===== config.mk =====
export PLATFORM = sky130hd
export DESIGN_NAME = usb_fs_bus_ctrl
export DESIGN_NICKNAME = d
export VERILOG_FILES = /design/src/rtl/usb_fs_bus_pkg.sv /design/src/rtl/usb_fs_line_monitor.sv /design/src/rtl/usb_fs_bus_ctrl.sv
export SDC_FILE = /design/constraint.sdc
export NUM_CORES = 1
export LEC_CHECK = 0
export BUFFER_PORTS_ARGS = -buffer_cell sky130_fd_sc_hd__buf_2
export CAP_MARGIN = 5
export CORE_MARGIN = 2
export CORE_UTILIZATION = 51
export CTS_BUF_LIST = sky130_fd_sc_hd__clkbuf_8
export DETAILED_ROUTE_END_ITERATION = 6
export HOLD_SLACK_MARGIN = 0.03
export MAX_ROUTING_LAYER = met4
export PLACE_DENSITY = 0.73
export SLEW_MARGIN = 0
export SYNTH_ARGS = -nofsm -noshare
export SYNTH_HDL_FRONTEND = slang
export SYNTH_SLANG_ARGS = --single-unit

===== constraint.sdc =====
create_clock -name i_clk -period 2.3 [get_ports i_clk]
set_clock_uncertainty 0.15 [all_clocks]
set_input_delay 0.23 -clock i_clk [delete_from_list [all_inputs] [get_ports i_clk]]
set_output_delay 0.23 -clock i_clk [all_outputs]
set_load 0.02 [all_outputs]

===== src/rtl/usb_fs_bus_pkg.sv =====
// ---------------------------------------------------------------------------
// usb_fs_bus_pkg
// Shared types and default timing for the USB full-speed bus controller.
//   bus_state_e  : sequencer states (DETACH, IDLE, PKT, RESUME)
//   line_state_e : received line encoding as {dp, dn}
//   DEF_*_CYCLES : default timing at 48 MHz
// No ports. The RESUME state is only used by the controller when
// USB_FS_BUS_CTRL_RESUME_EN is defined.
// ---------------------------------------------------------------------------
package usb_fs_bus_pkg;

  typedef enum logic [1:0] {
    DETACH = 2'd0,
    IDLE   = 2'd1,
    PKT    = 2'd2,
    RESUME = 2'd3
  } bus_state_e;

  // Line states packed as {dp, dn}; J is the full-speed idle state.
  typedef enum logic [1:0] {
    LINE_SE0 = 2'b00,
    LINE_K   = 2'b01,
    LINE_J   = 2'b10,
    LINE_SE1 = 2'b11
  } line_state_e;

  localparam int DEF_DETACH_CYCLES  = 160000;
  localparam int DEF_RESET_CYCLES   = 30000;
  localparam int DEF_SUSPEND_CYCLES = 144000;
  localparam int DEF_RESUME_CYCLES  = 96000;

endpackage


===== src/rtl/usb_fs_line_monitor.sv =====
// ---------------------------------------------------------------------------
// usb_fs_line_monitor
// Watches the received line for host bus reset (long SE0) and suspend
// (long J). Both counters saturate and clear on any other line state.
// Ports:
//   i_clk, i_reset_n   : clock, asynchronous active-low reset
//   i_dp_rx, i_dn_rx   : synchronised received line
//   i_enable           : monitoring allowed (attached and not driving)
//   i_clear            : clear counters and both flags (detach)
//   i_susp_clr         : force suspended low (resume finished, transmitting)
//   o_bus_reset        : se0 count at its limit
//   o_suspended        : j count reached its limit, held until activity
// ---------------------------------------------------------------------------
module usb_fs_line_monitor
  import usb_fs_bus_pkg::*;
#(
  parameter int RESET_CYCLES   = DEF_RESET_CYCLES,
  parameter int SUSPEND_CYCLES = DEF_SUSPEND_CYCLES
) (
  input  logic i_clk,
  input  logic i_reset_n,
  input  logic i_dp_rx,
  input  logic i_dn_rx,
  input  logic i_enable,
  input  logic i_clear,
  input  logic i_susp_clr,
  output logic o_bus_reset,
  output logic o_suspended
);

  localparam int SW = $clog2(RESET_CYCLES + 1);
  localparam int JW = $clog2(SUSPEND_CYCLES + 1);
  localparam logic [SW-1:0] SE0_MAX = SW'(RESET_CYCLES);
  localparam logic [JW-1:0] J_MAX   = JW'(SUSPEND_CYCLES);

  line_state_e   w_line;
  logic          w_is_se0;
  logic          w_is_j;
  logic [SW-1:0] r_se0_cnt;
  logic [SW-1:0] w_se0_next;
  logic [JW-1:0] r_j_cnt;
  logic [JW-1:0] w_j_next;
  logic          r_bus_reset;
  logic          r_suspended;

  assign w_line   = line_state_e'({i_dp_rx, i_dn_rx});
  assign w_is_se0 = (w_line == LINE_SE0);
  assign w_is_j   = (w_line == LINE_J);

  // Next counter values. Anything other than the matching line state
  // (including SE1) drops a counter back to zero, and the counters are
  // held at zero whenever monitoring is disabled.
  always_comb begin
    w_se0_next = '0;
    w_j_next   = '0;
    if (i_enable && !i_clear) begin
      if (w_is_se0) begin
        w_se0_next = (r_se0_cnt == SE0_MAX) ? SE0_MAX : r_se0_cnt + SW'(1);
      end
      if (w_is_j) begin
        w_j_next = (r_j_cnt == J_MAX) ? J_MAX : r_j_cnt + JW'(1);
      end
    end
  end

  // Flags are registered from the next counter values so they change on
  // the same edge the counter reaches its limit. Suspended is sticky
  // across periods where monitoring is off (e.g. while resume K is being
  // driven) and only drops on real activity or an explicit clear.
  always_ff @(posedge i_clk or negedge i_reset_n) begin
    if (!i_reset_n) begin
      r_se0_cnt   <= '0;
      r_j_cnt     <= '0;
      r_bus_reset <= 1'b0;
      r_suspended <= 1'b0;
    end else begin
      r_se0_cnt   <= w_se0_next;
      r_j_cnt     <= w_j_next;
      r_bus_reset <= (w_se0_next == SE0_MAX);
      if (i_clear || i_susp_clr) begin
        r_suspended <= 1'b0;
      end else if (i_enable) begin
        r_suspended <= (w_j_next == J_MAX) || (r_suspended && w_is_j);
      end
    end
  end

  assign o_bus_reset = r_bus_reset;
  assign o_suspended = r_suspended;

endmodule


===== src/rtl/usb_fs_bus_ctrl.sv =====
// ---------------------------------------------------------------------------
// usb_fs_bus_ctrl
// Sequencer/arbiter in front of the USB full-speed line mux. Owns the
// mux oe/dp_tx/dn_tx and the pull-up, sequences attach/detach, shares the
// transmit path between the packet transmitter and remote wakeup, and
// reports bus reset / suspend from the received line.
// Optional feature macro: USB_FS_BUS_CTRL_RESUME_EN enables the RESUME
// state and wake_req handling; without it wake_req is ignored and
// wake_busy stays 0.
// Ports:
//   i_clk, i_reset_n                 : 48 MHz clock, async active-low reset
//   i_dp_rx, i_dn_rx                 : synchronised received line
//   i_detach_req                     : level, soft detach
//   i_pkt_req/oe/dp/dn, o_pkt_gnt    : packet transmitter request and drive
//   i_wake_req, o_wake_busy          : remote-wakeup request / K in progress
//   o_oe, o_dp_tx, o_dn_tx, o_pu     : mux drive and pull-up
//   o_attached                       : pull-up on, device visible
//   o_bus_reset, o_suspended         : line monitor status
// ---------------------------------------------------------------------------
module usb_fs_bus_ctrl
  import usb_fs_bus_pkg::*;
#(
  parameter int DETACH_CYCLES  = DEF_DETACH_CYCLES,
  parameter int RESET_CYCLES   = DEF_RESET_CYCLES,
  parameter int SUSPEND_CYCLES = DEF_SUSPEND_CYCLES,
  parameter int RESUME_CYCLES  = DEF_RESUME_CYCLES
) (
  input  logic i_clk,
  input  logic i_reset_n,
  input  logic i_dp_rx,
  input  logic i_dn_rx,
  input  logic i_detach_req,
  input  logic i_pkt_req,
  input  logic i_pkt_oe,
  input  logic i_pkt_dp,
  input  logic i_pkt_dn,
  output logic o_pkt_gnt,
  input  logic i_wake_req,
  output logic o_wake_busy,
  output logic o_oe,
  output logic o_dp_tx,
  output logic o_dn_tx,
  output logic o_pu,
  output logic o_attached,
  output logic o_bus_reset,
  output logic o_suspended
);

  // One shared timer serves both the detach SE0 and the resume K.
  localparam int TIMER_MAX = (DETACH_CYCLES > RESUME_CYCLES) ? DETACH_CYCLES : RESUME_CYCLES;
  localparam int TW = $clog2(TIMER_MAX + 1);
  localparam logic [TW-1:0] DETACH_LAST = TW'(DETACH_CYCLES - 1);

  bus_state_e    r_state;
  logic [TW-1:0] r_timer;
  logic          r_oe;
  logic          r_dp;
  logic          r_dn;
  logic          r_pu;
  logic          r_attached;
  logic          r_pkt_gnt;
  logic          r_wake_busy;
  logic          w_bus_reset;
  logic          w_suspended;
  logic          w_resume_done;
  logic          w_mon_enable;
  logic          w_mon_clear;
  logic          w_susp_clr;

`ifdef USB_FS_BUS_CTRL_RESUME_EN
  localparam logic [TW-1:0] RESUME_LAST = TW'(RESUME_CYCLES - 1);
  assign w_resume_done = (r_state == RESUME) && (r_timer == RESUME_LAST);
`else
  logic w_unused_wake;
  assign w_unused_wake = i_wake_req;
  assign w_resume_done = 1'b0;
`endif

  // The monitor only listens while the pull-up is on and nothing drives
  // the line. Transmitting counts as bus activity, so it also ends suspend.
  assign w_mon_enable = r_attached && !r_oe;
  assign w_mon_clear  = i_detach_req || (r_state == DETACH);
  assign w_susp_clr   = w_resume_done || (r_state == PKT);

  usb_fs_line_monitor #(
    .RESET_CYCLES  (RESET_CYCLES),
    .SUSPEND_CYCLES(SUSPEND_CYCLES)
  ) u_line_monitor (
    .i_clk      (i_clk),
    .i_reset_n  (i_reset_n),
    .i_dp_rx    (i_dp_rx),
    .i_dn_rx    (i_dn_rx),
    .i_enable   (w_mon_enable),
    .i_clear    (w_mon_clear),
    .i_susp_clr (w_susp_clr),
    .o_bus_reset(w_bus_reset),
    .o_suspended(w_suspended)
  );

  // Main sequencer. Every pin is a register set here, so a decision shows
  // up on the pins one cycle later. Detach overrides everything and holds
  // the timer at zero so the full SE0 period starts once it is released.
  // In IDLE the packet request is checked first, so a simultaneous wake
  // request is simply lost.
  always_ff @(posedge i_clk or negedge i_reset_n) begin
    if (!i_reset_n) begin
      r_state     <= DETACH;
      r_timer     <= '0;
      r_oe        <= 1'b1;
      r_dp        <= 1'b0;
      r_dn        <= 1'b0;
      r_pu        <= 1'b0;
      r_attached  <= 1'b0;
      r_pkt_gnt   <= 1'b0;
      r_wake_busy <= 1'b0;
    end else if (i_detach_req) begin
      r_state     <= DETACH;
      r_timer     <= '0;
      r_oe        <= 1'b1;
      r_dp        <= 1'b0;
      r_dn        <= 1'b0;
      r_pu        <= 1'b0;
      r_attached  <= 1'b0;
      r_pkt_gnt   <= 1'b0;
      r_wake_busy <= 1'b0;
    end else begin
      case (r_state)
        DETACH: begin
          if (r_timer == DETACH_LAST) begin
            r_state    <= IDLE;
            r_timer    <= '0;
            r_oe       <= 1'b0;
            r_pu       <= 1'b1;
            r_attached <= 1'b1;
          end else begin
            r_timer <= r_timer + TW'(1);
          end
        end
        IDLE: begin
          r_oe <= 1'b0;
          r_dp <= 1'b0;
          r_dn <= 1'b0;
          if (i_pkt_req && !w_bus_reset) begin
            r_state   <= PKT;
            r_pkt_gnt <= 1'b1;
          end
`ifdef USB_FS_BUS_CTRL_RESUME_EN
          else if (i_wake_req && w_suspended) begin
            r_state     <= RESUME;
            r_timer     <= '0;
            r_oe        <= 1'b1;
            r_dp        <= 1'b0;
            r_dn        <= 1'b1;
            r_wake_busy <= 1'b1;
          end
`endif
        end
        PKT: begin
          if (i_pkt_req) begin
            r_oe <= i_pkt_oe;
            r_dp <= i_pkt_dp;
            r_dn <= i_pkt_dn;
          end else begin
            r_state   <= IDLE;
            r_pkt_gnt <= 1'b0;
            r_oe      <= 1'b0;
            r_dp      <= 1'b0;
            r_dn      <= 1'b0;
          end
        end
`ifdef USB_FS_BUS_CTRL_RESUME_EN
        RESUME: begin
          if (w_resume_done) begin
            r_state     <= IDLE;
            r_timer     <= '0;
            r_oe        <= 1'b0;
            r_dn        <= 1'b0;
            r_wake_busy <= 1'b0;
          end else begin
            r_timer <= r_timer + TW'(1);
          end
        end
`endif
        default: begin
          r_state <= DETACH;
          r_timer <= '0;
          r_oe    <= 1'b1;
          r_dp    <= 1'b0;
          r_dn    <= 1'b0;
        end
      endcase
    end
  end

  assign o_pkt_gnt   = r_pkt_gnt;
  assign o_wake_busy = r_wake_busy;
  assign o_oe        = r_oe;
  assign o_dp_tx     = r_dp;
  assign o_dn_tx     = r_dn;
  assign o_pu        = r_pu;
  assign o_attached  = r_attached;
  assign o_bus_reset = w_bus_reset;
  assign o_suspended = w_suspended;

endmodule

Yosys cells after proc, flatten, opt, wreduce, memory -nomap -nowiden
Cells that the tools add are included.

storage, ports and cells
  flip-flop bits (word level) = 60
  input port bits = 10

operators by class
  add/subtract/negate cells = 3
  eq/ne operators = 13
  mux-type cells = 33
  reduce and logical (&&, ||, !) cells = 20

operator list
  cell                                                   number
  two-way mux 18 bit                                     5
  equality test 18 bit, second input constant            3
  two-way mux 15 bit                                     3
  adder 18 x 1 -> 18 bit, second input constant          2
  one-hot mux 18 bit (2 select lines)                    1
  equality test 15 bit, second input constant            2
  adder 15 x 1 -> 15 bit, second input constant          1
  two-way mux 1 bit                                      15
  two-way mux 2 bit                                      4
  inequality test 3 bit, second input constant           2
  one-hot mux 1 bit (2 select lines)                     3
  one-hot mux 2 bit (3 select lines)                     1
  AND reduction 3 bit                                    2
  nonzero test 2 bit                                     3
  equality test 2 bit, second input constant             2
  logical AND 1 bit                                      4
  logical NOT 2 bit                                      2
  logical NOT 1 bit                                      3
  logical OR 1 bit                                       3
  inequality test 3 x 2 -> 1 bit, second input constant  1
  one-hot mux 1 bit (3 select lines)                     1
  nonzero test 3 bit                                     1
  equality test 2 x 1 -> 1 bit, second input constant    1
  inequality test 2 x 1 -> 1 bit, second input constant  1
  3 further kinds                                        3

Depth between registers and ports, before layout
  word-level depth = 9
  mapped depth = 9

By module
A second synthesis with hierarchy kept.

unflattened totals
  cell total of the unflattened synthesis = 383
  area, all modules = 3,454.6 um^2

by module, submodules not included
  module               instances  cells an instance  area an instance (um^2)  sequential area each (um^2)
  usb_fs_line_monitor  1          215                1,981.9                  875.8
  usb_fs_bus_ctrl      1          168                1,472.7                  626.9

Least setup slack after synthesis
Ideal clock, no wire load.

  path type = reg-to-reg
  start point = register r_state[0]
  end point = register u_line_monitor.r_bus_reset (netlist: u_line_monitor.o_bus_reset)
  library setup time = 0.123 ns
  arrival = 2.037 ns
  data required time = 2.027 ns
  path slack = -0.010 ns
  cell stages (with the launch flop) = 10
  buffers on the path = 2
  clock period less this slack = 2.310 ns
  cells stage by stage = dfrtp_1 -> inv_1 -> ha_1 -> or4b_4 -> or3_1 -> buf_2 -> nand2b_2 -> buf_6 -> a21oi_2 -> nor4bb_2

between the ends
  cells in the longest elaborated chain, start to end = 6

RTL lines
  item                    line                       source
  start, declared         usb_fs_bus_ctrl.sv:54      bus_state_e r_state;
  start signal, assigned  usb_fs_bus_ctrl.sv:107     r_state <= DETACH;
  start signal, assigned  usb_fs_bus_ctrl.sv:117     r_state <= DETACH;
  start signal, assigned  usb_fs_bus_ctrl.sv:130     r_state <= IDLE;
  logical NOT 2 bit       usb_fs_bus_ctrl.sv:82      assign w_mon_clear = i_detach_req || (r_state == DETACH);
  logical OR 1 bit        usb_fs_bus_ctrl.sv:82
  logical NOT 1 bit       usb_fs_line_monitor.sv:56  if (i_enable && !i_clear) begin
  logical AND 1 bit       usb_fs_line_monitor.sv:56
  two-way mux 15 bit      usb_fs_line_monitor.sv:56
  equality test 15 bit    usb_fs_line_monitor.sv:79  r_bus_reset <= (w_se0_next == SE0_MAX);
  end signal, assigned    usb_fs_line_monitor.sv:79
  end, declared           usb_fs_line_monitor.sv:43  logic r_bus_reset;

Every way passes these cells.
A chain may end at the register's enable or synchronous reset.

Final worst setup path
  start point = register r_state[1]
  end point = register u_line_monitor.r_suspended (netlist: u_line_monitor.o_suspended)

between the ends
  cells in the longest elaborated chain, start to end = 9

RTL lines
  item                  line                       source
  logical NOT 2 bit     usb_fs_bus_ctrl.sv:82
  logical OR 1 bit      usb_fs_bus_ctrl.sv:82
  logical NOT 1 bit     usb_fs_line_monitor.sv:56
  logical AND 1 bit     usb_fs_line_monitor.sv:56
  two-way mux 18 bit    usb_fs_line_monitor.sv:56
  equality test 18 bit  usb_fs_line_monitor.sv:83  r_suspended <= (w_j_next == J_MAX) || (r_suspended && w_is_j);
  logical OR 1 bit      usb_fs_line_monitor.sv:83
  two-way mux 1 bit     usb_fs_line_monitor.sv:82  end else if (i_enable) begin
  two-way mux 1 bit     usb_fs_line_monitor.sv:80  if (i_clear || i_susp_clr) begin
  end signal, assigned  usb_fs_line_monitor.sv:83
  end, declared         usb_fs_line_monitor.sv:44  logic r_suspended;

Parallel ways exist; a longest one is shown, timed or not. The select of a mux whose other input is x is not followed.

==> results.toml <==
[logic_synthesis]
synthTopCellsByArea = "dfrtp_1 (42%), nor2_1 (7.1%), xnor2_1 (5.5%)"
yosysSeqAreaShare_pct = 43.2
synth_common_cells = "nor2_1 (66), dfrtp_1 (59), nand2_1 (24)"
avgSynthCellArea_sq_um = 9.10
synth_most_common_cell = "nor2_1"
syn_inst = 382
yosysTopAreaCellShare_pct = 42.5
synth-async-reset-ratio_pct = 100
synth_fp_nets = 401
synth_edf_count = 0
yosysUniqueCellTypes = 55
ys_ff_latch = 60
syn_area_sq_um = 3470
yosysWarnings = 0
synthFlopType = "dfrtp_1"
synth_top_area_cell = "dfrtp_1"

[timing]
period_share_pct = 104
rsz0062_at_grt = "yes"
clock.fmax_ghz = 0.417
fin_ws_ns = -0.101
finalSetupViolations = 2
hold_viol_final = 0
post-route-min-period_ns = 2.40
hold_ws_ns = 0.0980
drv_slew = 0

[clock_network]
clk_latency_ns = 0.34
cts_sinks = 60
cts_inserted_buffers = 9
cts_buffer_depth = 2
cts_root_buffer = "clkbuf_8"
clk_pin_slew_ns = 0.07
cts_max_level = 3
cts_tree = "built"

[floorplan]
die_y_um = 86.5
num_rows = 30
die_area_sq_um = 7490
io_pins = 19
core_sq_um = 6680
start_util_pct = 52.0
dieWidth_um = 86.5

[finish]
multi_input_area_sq_um = 1930
drive_gt1_share_pct = 22.1
syn2layout_area_growth_pct = 19.2
antenna_cells = 0
fillCellCount = 547
final_nets = 448
seqCellArea_sq_um = 1500

[power]
power.leakage_nw = 1.72
p_total_mw = 2.65
internal_power_mw = 1.82
power_frac_seq_pct = 43.5
combinationalPowerShare_pct = 24.3
p_per_area_nw_per_um2 = 639
peakVddDrop_mv = 0.646
p_clk_share_pct = 32.2
swShare_pct = 31.1
switching_power_uw = 823

[drt]
maxUsedRoutingLayer = "met4"
met3_length_um = 219
vias = 2879
drt_iter0_drc = 177
wl_um = 7710
drc = 0
avgRoutedWirePerCell_um = 15.0
firstDrtPassIters = 4
viasPerCell = 5.60
ant_nets = 0
route.met2.wl_um = 3680
met1_length_um = 3620

[critical_path]
start_kind = "register"
cpMaxStageDelayCell = "or4b_4"
cp.arrival_ns = 2.52
cp_slowest_stage_delay_ns = 0.52
cp_data_required_time_ns = 2.42
worstPathMaxFanout = 2
critical_path_class = "reg2reg"
worst_path_most_repeated_cell = "or4b_4"
crit_chain = "inv_2 > ha_4 > or4b_4 > buf_6 > or4b_4 > nor4_4 > nand4_1 > o21ai_1"
cp-end-kind = "register"

[global_routing]
grt_use_total_pct = 23.0
grt_max_degree = 61
grt.overflow.total = 0
grt_pass1_vias = 2808
antenna_found_initial = 0
grt_pass1_wl_um = 13100

[placed_design]
place_hpwl_um = 5420
dp_slack_ns = -0.165
port_buffers = 16
gp_congestion = 0.897

[run_status]
status = "complete, but fails checks"
violations = "setup timing"

[worst_hold_path]
holdCritPathClass = "in2reg"

[run]
drv_cap = 0
==> cells by family (layout without fill, tap and decap cells) <==
logic type	count (synthesis)	after routing	share of synthesized area [%]
other cells	1	1	0.108
simple gates	191	191	29.0
compound gates	45	45	8.64
flops	60	60	43.2
xor+xnor	38	38	9.58
fa+ha+maj	9	9	3.24
mux	6	6	1.80
buf+inv	32	84	4.43
==> worst max-delay path: cells and delay by family (launching register included) <==
| kind | cells | cell delay (ns) |
|---|---|---|
| DFF | 1 | 0.39 |
| AOI/OAI and AO/OA | 1 | 0.13 |
| buffers and inverters | 2 | 0.20 |
| adders and majority gates | 1 | 0.16 |
| and+or+nand+nor | 4 | 1.30 |
==> routing by layer <==
| layer | global-route usage [%] | vias to the layer above |
|---|---|---|
| li1 | - | 1427 |
| met1 | 29.7 | 1382 |
| met2 | 35.8 | 52 |
| met3 | 3.90 | 18 |
| met4 | 9.94 | 0 |
| met5 | - | - |
==> layout by cell type, fill, tap and decap left out, types with 2 or more instances in the layout <==
master    Yosys  final
nor2b_1       3      3
nand2_1      24     24
nor3_1        9      9
nor2_2        0      2
or2_2         4      3
o21ai_0      15     15
a31oi_1       4      4
mux2i_1       4      4
o31ai_1       4      4
nor2_1       66     62
inv_1        14     15
mux2_2        2      2
clkinv_2      0      2
or4b_4        1      2
inv_2         0      2
nor3b_1       6      5
xor2_1       16     16
nor4_2        1      4
nor4bb_1      2      2
ha_1          9      8
nand2b_1      3      3
nand4_1      15     15
buf_4         2     35
buf_2         3     16
o21bai_1      2      2
clkbuf_8      0     11
and3_1        7      7
xnor2_1      22     22
and4_1        4      4
nand3b_1      2      2
a21oi_1       7      7
nor4_1       10      6
nor2_4        0      2
nand3_1      23     23
dfrtp_1      59     59
a21o_1        2      2
==> flip-flops by register name (all words and copies together) (netlist names) <==
signal / cells
u_line_monitor.o_suspended: 1
u_line_monitor.r_j_cnt: 18
o_dp_tx: 1
u_line_monitor.o_bus_reset: 1
r_timer: 18
r_state: 2
o_dn_tx: 1
u_line_monitor.r_se0_cnt: 15
o_oe: 1
o_attached: 1
o_pkt_gnt: 1
==> metrics by stage <==
step	instance area [sq um]	instances	util, %	setup TNS (ns)
detailed placement	3860	495	57.8	-0.543
global placement	3860	495	57.8	-0.115
CTS	4110	513	61.5	-0.116
floorplan	3510	382	-	0
global route	4140	514	62.0	-0.328
finish	4140	514	62.0	-0.163
==> path summary, 6_finish.rpt <==
check | startpoint | to | slack, ns | cells after the start
max | r_state[1] | u_line_monitor.o_suspended | -0.10 | 8
min | i_detach_req | o_pkt_gnt | 0.1 | 3
max reg2reg | r_state[1] | u_line_monitor.o_suspended | -0.10 | 8
min reg2reg | r_timer[3] | r_timer[3] | 0.37 | 1
max in group asynchronous | i_reset_n | o_oe | 1.40 | 3
min in group asynchronous | i_reset_n | u_line_monitor.r_se0_cnt[7] | 0.29 | 3
==> area by class of cell <==
type,instances,share of cell area (%)
Multi-Input combinational cell,290,46.6
Sequential cell,60,36.3
Timing Repair Buffer,54,9.27
Clock buffer,11,3.65
Tap cell,80,2.42
Inverter,14,1.27
Clock inverter,5,0.513
==> power by group through the flow <==
stage / logic [mW] / registers [mW] / clock network (mW)
after floorplan: 0.338 / 1.18 / 0
after CTS: 0.639 / 1.15 / 0.860
after global placement: 0.596 / 1.16 / 0
after global routing: 0.715 / 1.16 / 0.915
after detailed placement: 0.609 / 1.17 / 0
final: 0.644 / 1.15 / 0.852
==> repair_timing <==
| action | in CTS | in global routing |
|---|---|---|
| resized for setup | 11 | 6 |
| hold buffers | 1 | 0 |
| setup endpoints to repair | 20 | 4 |
| buffers inserted | 1 | 1 |
| endpoints found under the hold margin | 60 | 0 |
| pin swaps | 1 | 1 |
(Power assumes the default switching activity.)
